File: src/rtl/uart_boot_pkg.sv
// Shared encodings for the UART boot loader: FSM states, error codes, frame magic.
// UART_BOOT_CHECKSUM_EN adds the trailing checksum state.
package uart_boot_pkg;

  typedef enum logic [2:0] {
    ST_IDLE,
    ST_LEN0,
    ST_LEN1,
    ST_DATA,
    ST_WRITE,
`ifdef UART_BOOT_CHECKSUM_EN
    ST_CSUM,
`endif
    ST_DONE,
    ST_ERROR
  } boot_state_e;

  typedef enum logic [1:0] {
    RX_IDLE,
    RX_START,
    RX_DATA,
    RX_STOP
  } rx_state_e;

  typedef struct packed {
    logic        valid;
    logic [31:0] addr;
    logic [31:0] wdata;
    logic [3:0]  wstrb;
  } mem_req_t;

  localparam logic [1:0] ERR_NONE  = 2'd0;
  localparam logic [1:0] ERR_FRAME = 2'd1;
  localparam logic [1:0] ERR_LEN   = 2'd2;
  localparam logic [1:0] ERR_CSUM  = 2'd3;

  localparam logic [7:0] BOOT_MAGIC = 8'hA5;

endpackage

File: src/rtl/uart_boot_rx.sv
// 8N1 UART receiver: 2-flop synchroniser, mid-bit sampling, start-glitch rejection.
module uart_boot_rx
  import uart_boot_pkg::*;
#(
  parameter int unsigned CLK_DIV = 868
) (
  input  logic       clock,
  input  logic       reset,
  input  logic       rx,
  output logic       byte_valid,
  output logic [7:0] byte_data,
  output logic       frame_err
);

  localparam int unsigned   CW        = $clog2(CLK_DIV);
  localparam logic [CW-1:0] BIT_LAST  = CW'(CLK_DIV - 1);
  localparam logic [CW-1:0] HALF_LAST = CW'(CLK_DIV / 2 - 1);

  rx_state_e     state_q, state_d;
  logic [1:0]    sync_q, sync_d;
  logic          prev_q, prev_d;
  logic [CW-1:0] cnt_q, cnt_d;
  logic [2:0]    bit_q, bit_d;
  logic [7:0]    shift_q, shift_d;
  logic          vld_q, vld_d;
  logic          ferr_q, ferr_d;
  logic          rx_s, fall;

  assign rx_s = sync_q[1];
  assign fall = prev_q & ~rx_s;

  always_ff @(posedge clock) begin
    if (reset) state_q <= RX_IDLE;
    else       state_q <= state_d;
  end

  always_comb begin
    state_d = state_q;
    case (state_q)
      RX_IDLE:  if (fall) state_d = RX_START;
      // Line back high at half a bit: a glitch, not a start bit.
      RX_START: if (cnt_q == HALF_LAST) state_d = rx_s ? RX_IDLE : RX_DATA;
      RX_DATA:  if (cnt_q == BIT_LAST && bit_q == 3'd7) state_d = RX_STOP;
      RX_STOP:  if (cnt_q == BIT_LAST) state_d = RX_IDLE;
      default:  state_d = RX_IDLE;
    endcase
  end

  always_comb begin
    sync_d  = {sync_q[0], rx};
    prev_d  = rx_s;
    cnt_d   = cnt_q + CW'(1);
    bit_d   = bit_q;
    shift_d = shift_q;
    vld_d   = 1'b0;
    ferr_d  = 1'b0;
    case (state_q)
      RX_IDLE:  cnt_d = '0;
      RX_START: if (cnt_q == HALF_LAST) begin
        cnt_d = '0;
        bit_d = '0;
      end
      RX_DATA:  if (cnt_q == BIT_LAST) begin
        cnt_d   = '0;
        shift_d = {rx_s, shift_q[7:1]};
        bit_d   = bit_q + 3'd1;
      end
      RX_STOP:  if (cnt_q == BIT_LAST) begin
        cnt_d  = '0;
        vld_d  = rx_s;
        ferr_d = ~rx_s;
      end
      default: ;
    endcase
  end

  always_ff @(posedge clock) begin
    if (reset) begin
      sync_q  <= 2'b11;
      prev_q  <= 1'b1;
      cnt_q   <= '0;
      bit_q   <= '0;
      shift_q <= '0;
      vld_q   <= 1'b0;
      ferr_q  <= 1'b0;
    end else begin
      sync_q  <= sync_d;
      prev_q  <= prev_d;
      cnt_q   <= cnt_d;
      bit_q   <= bit_d;
      shift_q <= shift_d;
      vld_q   <= vld_d;
      ferr_q  <= ferr_d;
    end
  end

  always_comb begin
    byte_valid = vld_q;
    byte_data  = shift_q;
    frame_err  = ferr_q;
  end

endmodule

File: src/rtl/uart_boot_loader.sv
// UART boot loader: parses A5/LEN/payload[/CSUM] frames into memory writes, holds the CPU until done.
// Define UART_BOOT_CHECKSUM_EN to expect and verify a trailing 8-bit payload sum.
module uart_boot_loader
  import uart_boot_pkg::*;
#(
  parameter int unsigned CLK_DIV   = 868,
  parameter logic [31:0] BASE_ADDR = 32'h0000_0000,
  parameter int unsigned MAX_WORDS = 4096
) (
  input  logic        clock,
  input  logic        reset,
  input  logic        io_uart_rx,
  output logic        io_mem_valid,
  input  logic        io_mem_ready,
  output logic [31:0] io_mem_addr,
  output logic [31:0] io_mem_wdata,
  output logic [3:0]  io_mem_wstrb,
  output logic        io_cpu_hold,
  output logic        io_done,
  output logic [1:0]  io_error,
  output logic [15:0] io_words
);

`ifdef UART_BOOT_CHECKSUM_EN
  localparam boot_state_e ST_AFTER_LAST = ST_CSUM;
`else
  localparam boot_state_e ST_AFTER_LAST = ST_DONE;
`endif

  logic        rx_vld, rx_ferr;
  logic [7:0]  rx_data;

  boot_state_e state_q, state_d;
  logic [1:0]  err_q, err_d;
  logic [15:0] len_q, len_d;
  logic [31:0] word_q, word_d;
  logic [1:0]  bcnt_q, bcnt_d;
  logic [15:0] words_q, words_d;
  logic        hold_vld_q, hold_vld_d;
  logic [7:0]  hold_data_q, hold_data_d;
`ifdef UART_BOOT_CHECKSUM_EN
  logic [7:0]  sum_q, sum_d;
`endif

  logic        in_vld, in_frame, len_bad, hs, last_word, restart;
  logic [7:0]  in_data;
  logic [15:0] len_new;
  mem_req_t    req;

  uart_boot_rx #(.CLK_DIV(CLK_DIV)) u_rx (
    .clock      (clock),
    .reset      (reset),
    .rx         (io_uart_rx),
    .byte_valid (rx_vld),
    .byte_data  (rx_data),
    .frame_err  (rx_ferr)
  );

  // A byte that lands during a pending write is parked and consumed once back in DATA/CSUM.
  always_comb begin
    in_vld    = hold_vld_q | rx_vld;
    in_data   = hold_vld_q ? hold_data_q : rx_data;
    len_new   = {in_data, len_q[7:0]};
    len_bad   = (len_new == 16'd0) || (32'(len_new) > MAX_WORDS);
    hs        = (state_q == ST_WRITE) && io_mem_ready;
    last_word = (words_q + 16'd1) == len_q;
    in_frame  = (state_q != ST_IDLE) && (state_q != ST_DONE) && (state_q != ST_ERROR);
  end

  always_ff @(posedge clock) begin
    if (reset) state_q <= ST_IDLE;
    else       state_q <= state_d;
  end

  always_comb begin
    state_d = state_q;
    err_d   = err_q;
    if (in_frame && rx_ferr) begin
      state_d = ST_ERROR;
      err_d   = ERR_FRAME;
    end else begin
      case (state_q)
        ST_IDLE:  if (in_vld && in_data == BOOT_MAGIC) state_d = ST_LEN0;
        ST_LEN0:  if (in_vld) state_d = ST_LEN1;
        ST_LEN1:  if (in_vld) begin
          if (len_bad) begin
            state_d = ST_ERROR;
            err_d   = ERR_LEN;
          end else begin
            state_d = ST_DATA;
          end
        end
        ST_DATA:  if (in_vld && bcnt_q == 2'd3) state_d = ST_WRITE;
        ST_WRITE: begin
          if (rx_vld && hold_vld_q) begin
            state_d = ST_ERROR;
            err_d   = ERR_CSUM;
          end else if (hs) begin
            state_d = last_word ? ST_AFTER_LAST : ST_DATA;
          end
        end
`ifdef UART_BOOT_CHECKSUM_EN
        ST_CSUM:  if (in_vld) begin
          if (in_data == sum_q) begin
            state_d = ST_DONE;
          end else begin
            state_d = ST_ERROR;
            err_d   = ERR_CSUM;
          end
        end
`endif
        ST_ERROR: if (in_vld && in_data == BOOT_MAGIC) begin
          state_d = ST_LEN0;
          err_d   = ERR_NONE;
        end
        default: ;
      endcase
    end
  end

  always_comb begin
    len_d       = len_q;
    word_d      = word_q;
    bcnt_d      = bcnt_q;
    words_d     = words_q;
    hold_vld_d  = 1'b0;
    hold_data_d = hold_data_q;
`ifdef UART_BOOT_CHECKSUM_EN
    sum_d       = sum_q;
`endif
    restart     = (state_d == ST_LEN0) && (state_q != ST_LEN0);
    if (state_q == ST_WRITE) begin
      hold_vld_d = hold_vld_q | rx_vld;
      if (rx_vld) hold_data_d = rx_data;
    end
    if (in_vld && state_q == ST_LEN0) len_d[7:0]  = in_data;
    if (in_vld && state_q == ST_LEN1) len_d[15:8] = in_data;
    if (in_vld && state_q == ST_DATA) begin
      word_d = {in_data, word_q[31:8]};
      bcnt_d = bcnt_q + 2'd1;
`ifdef UART_BOOT_CHECKSUM_EN
      sum_d  = sum_q + in_data;
`endif
    end
    if (hs) words_d = words_q + 16'd1;
    if (restart) begin
      words_d = '0;
      bcnt_d  = '0;
`ifdef UART_BOOT_CHECKSUM_EN
      sum_d   = '0;
`endif
    end
  end

  always_ff @(posedge clock) begin
    if (reset) begin
      err_q       <= ERR_NONE;
      len_q       <= '0;
      word_q      <= '0;
      bcnt_q      <= '0;
      words_q     <= '0;
      hold_vld_q  <= 1'b0;
      hold_data_q <= '0;
`ifdef UART_BOOT_CHECKSUM_EN
      sum_q       <= '0;
`endif
    end else begin
      err_q       <= err_d;
      len_q       <= len_d;
      word_q      <= word_d;
      bcnt_q      <= bcnt_d;
      words_q     <= words_d;
      hold_vld_q  <= hold_vld_d;
      hold_data_q <= hold_data_d;
`ifdef UART_BOOT_CHECKSUM_EN
      sum_q       <= sum_d;
`endif
    end
  end

  always_comb begin
    req.valid    = (state_q == ST_WRITE);
    req.addr     = BASE_ADDR + {14'd0, words_q, 2'b00};
    req.wdata    = word_q;
    req.wstrb    = req.valid ? 4'hF : 4'h0;
    io_mem_valid = req.valid;
    io_mem_addr  = req.addr;
    io_mem_wdata = req.wdata;
    io_mem_wstrb = req.wstrb;
    io_done      = (state_q == ST_DONE);
    io_cpu_hold  = (state_q != ST_DONE);
    io_error     = err_q;
    io_words     = words_q;
  end

endmodule

File: config.mk
export PLATFORM = sky130hd
export DESIGN_NAME = uart_boot_loader
export DESIGN_NICKNAME = d
export VERILOG_FILES = /design/src/rtl/uart_boot_pkg.sv /design/src/rtl/uart_boot_rx.sv /design/src/rtl/uart_boot_loader.sv
export SDC_FILE = /design/constraint.sdc
export NUM_CORES = 1
export LEC_CHECK = 0
export ABC_CLOCK_PERIOD_IN_PS = 3400
export BUFFER_PORTS_ARGS = -buffer_cell sky130_fd_sc_hd__buf_4
export CAP_MARGIN = 10
export CORE_UTILIZATION = 36
export CTS_CLUSTER_DIAMETER = 60
export DETAILED_ROUTE_END_ITERATION = 8
export SLEW_MARGIN = 20
export SYNTH_ARGS = -nofsm -noshare
export SYNTH_HDL_FRONTEND = slang
export SYNTH_SLANG_ARGS = --single-unit
File: constraint.sdc
create_clock -name clock -period 3.4 [get_ports clock]
set_input_delay 1.02 -clock clock [delete_from_list [all_inputs] [get_ports clock]]
set_output_delay 1.02 -clock clock [all_outputs]
set_load 0.02 [all_outputs]
==> results by group, run 1 <==
Status
  • Outcome: finished, final reports clean

Clock network
  • Clock slew at reported path FFs: about 70 ps
  • Root buf cell: clkbuf_16
  • Clock buffer depth: 2
  • Setup bufs post-CTS: 0
  • Clk sinks: approximately 110
  • Clock tree from TritonCTS: done
  • Inserted Clock Buffers: 9
  • # resized after CTS: 0
  • Hold buffers post-CTS: 0
  • Clk_lat worst skew: approximately 350 ps
  • H-tree levels: 3

Yosys
  • Mean area per synthesized cell: just over 8 um^2
  • Post-synth top flop: dfxtp_1
  • #FFs+latches synth: around 110
  • Sequential share of the synthesized area: ~41%
  • Post-synth top area cell: dfxtp_1
  • Synth top area share: ~41%
  • Syn Inst Count: 635
  • Cell variety after synth: 62
  • Post-synth EDFFs: 0
  • Ys Warns: 0
  • Ys async rst share: 0%
  • Area contributors post-synth: dfxtp_1 (41%), nand2_1 (6.8%), nor2_1 (6.6%)
  • Post-Syn Area: 5230 um^2

Floorplan
  • Die boundary height: 122 um
  • Chip width: 122 um
  • Initial Util: 37.2%
  • Cell row count: 43
  • # IOs: 93
  • DIE AREA: ~15000 um^2
  • Core Box Area: between 10000 and 15000 um^2

Worst hold path
  • Worst Hold Class: reg2reg

STA
  • Clock skew: between 9 and 10 ps
  • RSZ-0062 raised after global routing: false
  • Tmin final: 2720 ps
  • Worst Tran Pin Value: roughly 800 ps
  • Final setup vio count: 0
  • Final period util: about four fifths
  • Setup TNS: 0 ps
  • Max transition margin: between 40% and 50%
  • FMAX: between 300 and 400 MHz
  • Final slew viol count: 0
  • Hold Vio Cnt, Final: 0

Finish
  • Fill cells: around 1400
  • Ant. Diodes: 0
  • Proportion of layout cells with a drive suffix above 1: ~16%
  • Nets: roughly 700
  • Core Util, Final: between 40% and 50%
  • Layout area overhead: 15.3%

Worst setup path
  • Required time worst endpoint: roughly 3700 ps
  • WS Path Type: reg2reg
  • CP Launch Type: flop
  • CP max FO: 8
  • WP data arrival: about 3000 ps
  • CP endpoint kind: flop

Route
  • Drt drc: 0
  • 1st-pass router iterations: 6
  • Final ANT Viol Nets: 0
  • Initial DRC count: about 290
  • Wirelength, routed: around 12000 um
  • Wire per inst: about 13 um
  • Drt via density: 5.00
  • Via count: roughly 4300

Power and ir drop
  • Sw power: about 0.0005 W
  • Lkg Pwr: 2.18 nW
  • Worst IR Drop VDD: 312 uV
  • Combinational power share: between 1.5 and 2%
  • Internal power: 0.00187 W
  • Flop pwr share: a little over half
  • Switch share: 21.6%
  • P per Cell Area: 396 nW/um^2
  • Clock Power Share: a little under half
  • Total power: roughly 0.0024 W

Placement
  • Hpwl dp: ~8200 um
  • Port bufs: 76
  • GPL Wtd Cong: around 0.88

Global route
  • Largest net degree at the start of global routing: just under 80
  • Initial antenna violation count: 0
  • Overall Global Routing Usage: around 16%
  • First-pass GRT wire length: 18900 um
  • Vias in the first global route: roughly 3900
  • Grt total ovfl: 0

Job
  • Max Cap Viol: 0
## final timing paths
kind | depth (start not counted) | slack, ps | startpoint | to
max | 8 | 680 | io_words[0]$_SDFFE_PP0P_ | state_q[2]$_SDFF_PP0_
min | 1 | 410 | u_rx.sync_q[0]$_SDFF_PP1_ | u_rx.sync_q[1]$_SDFF_PP1_
max reg2reg | 8 | 680 | io_words[0]$_SDFFE_PP0P_ | state_q[2]$_SDFF_PP0_
min reg2reg | 1 | 410 | u_rx.sync_q[0]$_SDFF_PP1_ | u_rx.sync_q[1]$_SDFF_PP1_
## layer usage
| layer | routed length [um] | up-vias | track usage, % |
|---|---|---|---|
| met5 | 0 | - | 0 |
| met3 | 539 | 14 | 4.55 |
| li1 | - | 2202 | - |
| met4 | 173 | 0 | 5.18 |
| met1 | 5410 | 1972 | 20.7 |
| met2 | 5450 | 116 | 25.9 |
## Yosys cell counts, types with 2 or more instances
library cell  count
a211oi_1         24
a21oi_1          42
a22o_1            2
a22oi_1           3
a311oi_1          2
and2_1            4
and3_1            3
buf_2             5
buf_4            36
clkbuf_1         24
dfxtp_1         108
ha_1              6
inv_1            15
mux2i_1          18
nand2_1          94
nand2b_1          2
nand3_1          17
nand4_1           6
nand4b_1          3
nor2_1           92
nor2b_1           2
nor3_1            9
nor3b_1           9
nor4_1            6
o211ai_1          5
o21a_1            2
o21ai_0          10
o221ai_1          2
o22ai_1           3
o31ai_1           2
or2_2             6
xnor2_1          34
xor2_1           10
## power by group through the flow
stage	logic [W]	clock network, W	registers [W]
finish	0.0000447	0.00108	0.00127
global route	0.0000494	0.00117	0.00127
CTS	0.0000449	0.00111	0.00127
detailed placement	0.0000449	0	0.00130
global placement	0.0000445	0	0.00130
floorplan	0.0000500	0	0.00130
## cell families (layout without fill, tap and decap cells)
group                    Yosys count  count (layout)  share of synthesized area, %
AO/OA/AOI/OAI                    109             109                          13.6
other                              1              16                        0.0718
flip-flops                       108             108                          41.4
XOR/XNOR                          44              44                          7.38
multiplexers                      19              19                          3.66
buffers and inverters             82             113                          8.86
adder cells (fa/ha/maj)            6               6                          1.44
AND/OR/NAND/NOR                  266             266                          23.7
## sequential cells by signal, summed over array words and instances, names as in the netlist, 3 cells and up, named ones only
signal and cells:
u_rx.byte_data 8, len_q 16, u_rx.bit_q 3, hold_data_q 8, u_rx.cnt_q 10, state_q 3
io_words 16, io_mem_wdata 32
## area by class of cell
| cell class | count | area, um^2 | area share [%] |
|---|---|---|---|
| clock inverter | 5 | 63.8 | 1.06 |
| sequential | 108 | 2160 | 35.9 |
| multi-input combinational | 460 | 2660 | 44.1 |
| inverter | 15 | 56.3 | 0.935 |
| timing repair buffer | 82 | 616 | 10.2 |
| tap | 180 | 225 | 3.74 |
| clock buffer | 11 | 243 | 4.03 |
## stage by stage
stage          cell area, um^2  worst slack, ps  hold slack [ps]  instances
6_report                  6020              683              412        861
5_1_grt                   6020              511              429        861
4_1_cts                   6020              673              417        861
3_5_place_dp              5720              689              399        845
3_3_place_gp              5720              781              398        845
2_1_floorplan             5280              778              389        650
## critical path, stage by stage, from the launching register on
cell     delay, ps
dfxtp_1        510
ha_1           340
nand4_1        160
or2_4          280
o21a_1         190
or4_1          490
and3_4         200
nor4_4         300
o311a_1        190
## cells in the final DEF, fill, tap and decap left out, drive strengths merged, types with 3 or more instances in the layout
master / Yosys / final
a211oi: 24 / 24
a21oi: 42 / 42
a22oi: 3 / 3
and2: 4 / 4
and3: 5 / 5
buf: 42 / 82
clkbuf: 24 / 11
conb: 1 / 16
dfxtp: 108 / 108
ha: 6 / 6
inv: 15 / 18
mux2i: 18 / 18
nand2: 94 / 94
nand3: 17 / 17
nand4: 6 / 6
nand4b: 3 / 3
nor2: 92 / 92
nor3: 9 / 9
nor3b: 10 / 10
nor4: 7 / 7
o211ai: 5 / 5
o21ai: 10 / 10
o22ai: 3 / 3
or2: 7 / 7
xnor2: 34 / 34
xor2: 10 / 10
Power figures use the tool's default switching activity.
==> inputs of run 2 (changes only) <==
--- a/config.mk
+++ b/config.mk
@@ -5,7 +5,8 @@
 export SDC_FILE = /design/constraint.sdc
 export NUM_CORES = 1
 export LEC_CHECK = 0
-export ABC_CLOCK_PERIOD_IN_PS = 3400
+export ABC_AREA = 1
+export ABC_CLOCK_PERIOD_IN_PS = 2400
 export BUFFER_PORTS_ARGS = -buffer_cell sky130_fd_sc_hd__buf_4
 export CAP_MARGIN = 10
 export CORE_UTILIZATION = 36
==> constraint.sdc (replaced) <==
create_clock -name clock -period 2.4 [get_ports clock]
set_input_delay 0.72 -clock clock [delete_from_list [all_inputs] [get_ports clock]]
set_output_delay 0.72 -clock clock [all_outputs]
set_load 0.02 [all_outputs]
==> run 2 against run 1 <==
Compared with the run above: hold slack got worse by 5.0 ps; core utilization increased by 0.073 points; non-clock buffer count increased by 6; largest power group unchanged; highest routed layer unchanged.
==> results by group, run 2 <==
Worst hold path
  • Worst Hold Launch: u_rx.sync_q[0]$_SDFF_PP1_
  • Worst Hold Class: reg2reg
  • Cell count of the worst hold path: 1 (unchanged)
  • Hold EP: u_rx.sync_q[1]$_SDFF_PP1_

STA
  • Final period util: between 80% and 90%
  • Setup TNS: 0 ps (unchanged)
  • Tmin final: approximately 2200 ps
  • Hold Vio Cnt, Final: 0 (unchanged)
  • Clock skew: 6.41 ps (-2.92 ps)
  • Final setup vio count: 0 (unchanged)
  • Final slew viol count: 0 (unchanged)
  • FMAX: 465 MHz
  • RSZ-0062 raised after global routing: false

Status
  • Outcome: finished, final reports clean

Yosys
  • Cell variety after synth: 44 (-29%)
  • Post-synth top flop: dfxtp_1
  • Post-synth EDFFs: 0 (unchanged)
  • Post-Syn Area: 5400 um^2 (+3.3%)
  • Ys async rst share: 0% (unchanged)
  • Synth top area share: 40.0% (-1.3 points)
  • Most common cell in the netlist: nand2_1
  • #FFs+latches synth: 108 (unchanged)
  • Post-synth top area cell: dfxtp_1
  • Area contributors post-synth: dfxtp_1 (40%), nand2_1 (8.6%), nor2_1 (7.4%)
  • Sequential share of the synthesized area: 40.0% (-1.3 points)
  • Mean area per synthesized cell: 7.36 um^2 (-11%)
  • Ys Warns: 0 (unchanged)
  • Synth cell count leaders: nand2_1 (123), dfxtp_1 (108), nor2_1 (107)
  • Syn Inst Count: 734 (+16%)

Global route
  • Overall Global Routing Usage: 16.9% (+0.79 points)
  • Grt total ovfl: 0 (unchanged)
  • Vias in the first global route: 4382 (+11%)
  • Initial antenna violation count: 0 (unchanged)
  • Largest net degree at the start of global routing: 31 (-60%)
  • First-pass GRT wire length: 21400 um (+13%)

Route
  • Initial DRC count: 391 (+34%)
  • Wirelength, routed: 12500 um (+8.3%)
  • Final ANT Viol Nets: 0 (unchanged)
  • Drt via density: 4.76 (-4.8%)
  • Drt drc: 0 (unchanged)
  • Wire per inst: 12.8 um (-4.4%)
  • 1st-pass router iterations: 5 (-1)
  • Via count: 4647 (+8.0%)

Power and ir drop
  • Lkg Pwr: 2.57 nW (+18%)
  • Worst IR Drop VDD: 439 uV (+41%)
  • P per Cell Area: 554 nW/um^2 (+40%)

Floorplan
  • Die boundary height: 124 um (+1.6%)
  • DIE AREA: 15500 um^2 (+3.3%)
  • Cell row count: 44 (+2.3%)
  • # IOs: 93 (unchanged)
  • Chip width: 124 um (+1.6%)
  • Core Box Area: 14600 um^2 (+3.9%)
  • Initial Util: 37.0% (-0.20 points)

Placement
  • Placed insts: 960 (+14%)
  • Port bufs: 76 (unchanged)
  • Hpwl dp: 9270 um (+12%)
  • GPL Wtd Cong: 0.895 (+2.1%)

Worst setup path
  • FF-to-FF Start: io_words[0]$_SDFFE_PP0P_
  • CP Launch Type: flop
  • R2R setup slack: 330 ps (-350 ps)
  • CP endpoint kind: primary output
  • Required time worst endpoint: 1680 ps (-2020 ps)
  • WS Path Type: reg2out
  • CP max FO: 14 (+6)
  • RR Endpoint: state_q[1]$_SDFF_PP0_
  • Worst Reg2Reg Path Length in Cells: 16 (+8)
  • WP data arrival: 1430 ps (-1580 ps)

Clock network
  • Root buf cell: clkbuf_16
  • Clock buffer depth: 2 (unchanged)
  • Hold buffers post-CTS: 0 (unchanged)
  • Setup bufs post-CTS: 0 (unchanged)
  • Clk_lat worst skew: 350 ps (about the same)
  • Clk sinks: 108 (unchanged)
  • Clock slew at reported path FFs: 70 ps (about the same)
  • Clock tree from TritonCTS: done
  • H-tree levels: 3 (unchanged)
  • Inserted Clock Buffers: 9 (unchanged)

Finish
  • Proportion of layout cells with a drive suffix above 1: 17.0% (+0.75 points)
  • Ant. Diodes: 0 (unchanged)
  • Layout Cells excl Fill: 976 (+13%)
  • Commonest cells after routing, fill and taps aside: nand2_1 (123), nor2_1 (107), dfxtp_1 (107)
  • Most common cell after layout, fill and taps aside: nand2_1
  • Largest register FFs: 32 (unchanged)
  • Layout area overhead: 16.1%
  • Nets: 797 (+16%)

Job
  • Max Cap Viol: 0 (unchanged)
## run 2: cell count changes after synthesis, sizes merged, moves of 11 or more
cell	change
xnor2	-33
nand4	+11
o21ai	+54
nand3	+27
inv	+59
nand2	+38
nor2	+23
mux2i	-18
## run 2: area by class of cell
class	count	area, um^2
flip-flops and latches	108	2160
repair buffers	88	673
clock inverters	3	43.8
well taps	184	230
clock buffers	13	270
fillers	1516	8320
inverters	74	278
multi-input cells	506	2610
## run 2: worst max-delay path by stage
stage                              from               endpoint  slack, ps
2_1_floorplan  io_words[0]$_SDFFE_PP0P_  state_q[1]$_SDFF_PP0_        440
3_3_place_gp   io_words[0]$_SDFFE_PP0P_  state_q[1]$_SDFF_PP0_        380
3_5_place_dp   io_words[0]$_SDFFE_PP0P_  state_q[1]$_SDFF_PP0_        350
4_1_cts           state_q[2]$_SDFF_PP0_        io_mem_wstrb[0]        130
5_1_grt        io_words[0]$_SDFFE_PP0P_  state_q[2]$_SDFF_PP0_         60
6_report          state_q[2]$_SDFF_PP0_        io_mem_wstrb[0]        250
## run 2: cell families after synthesis
logic type / share of synthesized area, %
AND/OR/NAND/NOR: 27.5
flip-flops: 40.0
other: 0.0695
adder cells (fa/ha/maj): 1.39
XOR/XNOR: 3.06
AO/OA/AOI/OAI: 15.3
buffers and inverters: 12.6
## run 2: stage by stage
stage | hold slack [ps] | total power, W | setup WS [ps] | utilization [%] | instance area, um^2
after floorplan | 389 | 0.00197 | 438 | - | 5460
after global placement | 393 | 0.00198 | 379 | 40.8 | 5950
after detailed placement | 393 | 0.00198 | 346 | 40.8 | 5950
after CTS | 409 | 0.00352 | 134 | 43.0 | 6270
after global routing | 415 | 0.00360 | 56.1 | 43.0 | 6270
final | 407 | 0.00348 | 248 | 43.0 | 6270
## run 2: metal layers
metal  GRT usage (%)  routed length [um]
met1            21.6                5970
met2            28.2                5940
met3            3.35                 436
met4            5.81                 196
met5               0                   0
## run 2: what timing repair did
item	CTS	global route
endpoints found under the hold margin	0	0
endpoints found under the setup margin	0	5
resized for setup	0	1
## run 2: power by group
group | internal [W] | switching (W)
clock network | 0.000896 | 0.000647
logic | 0.0000297 | 0.0000935
registers | 0.00180 | 0.0000101
## run 2: critical path: stages (launching register included)
cell	delay, ps
dfxtp_2	400
inv_1	100
nor3_2	160
buf_4	250
buf_4	170
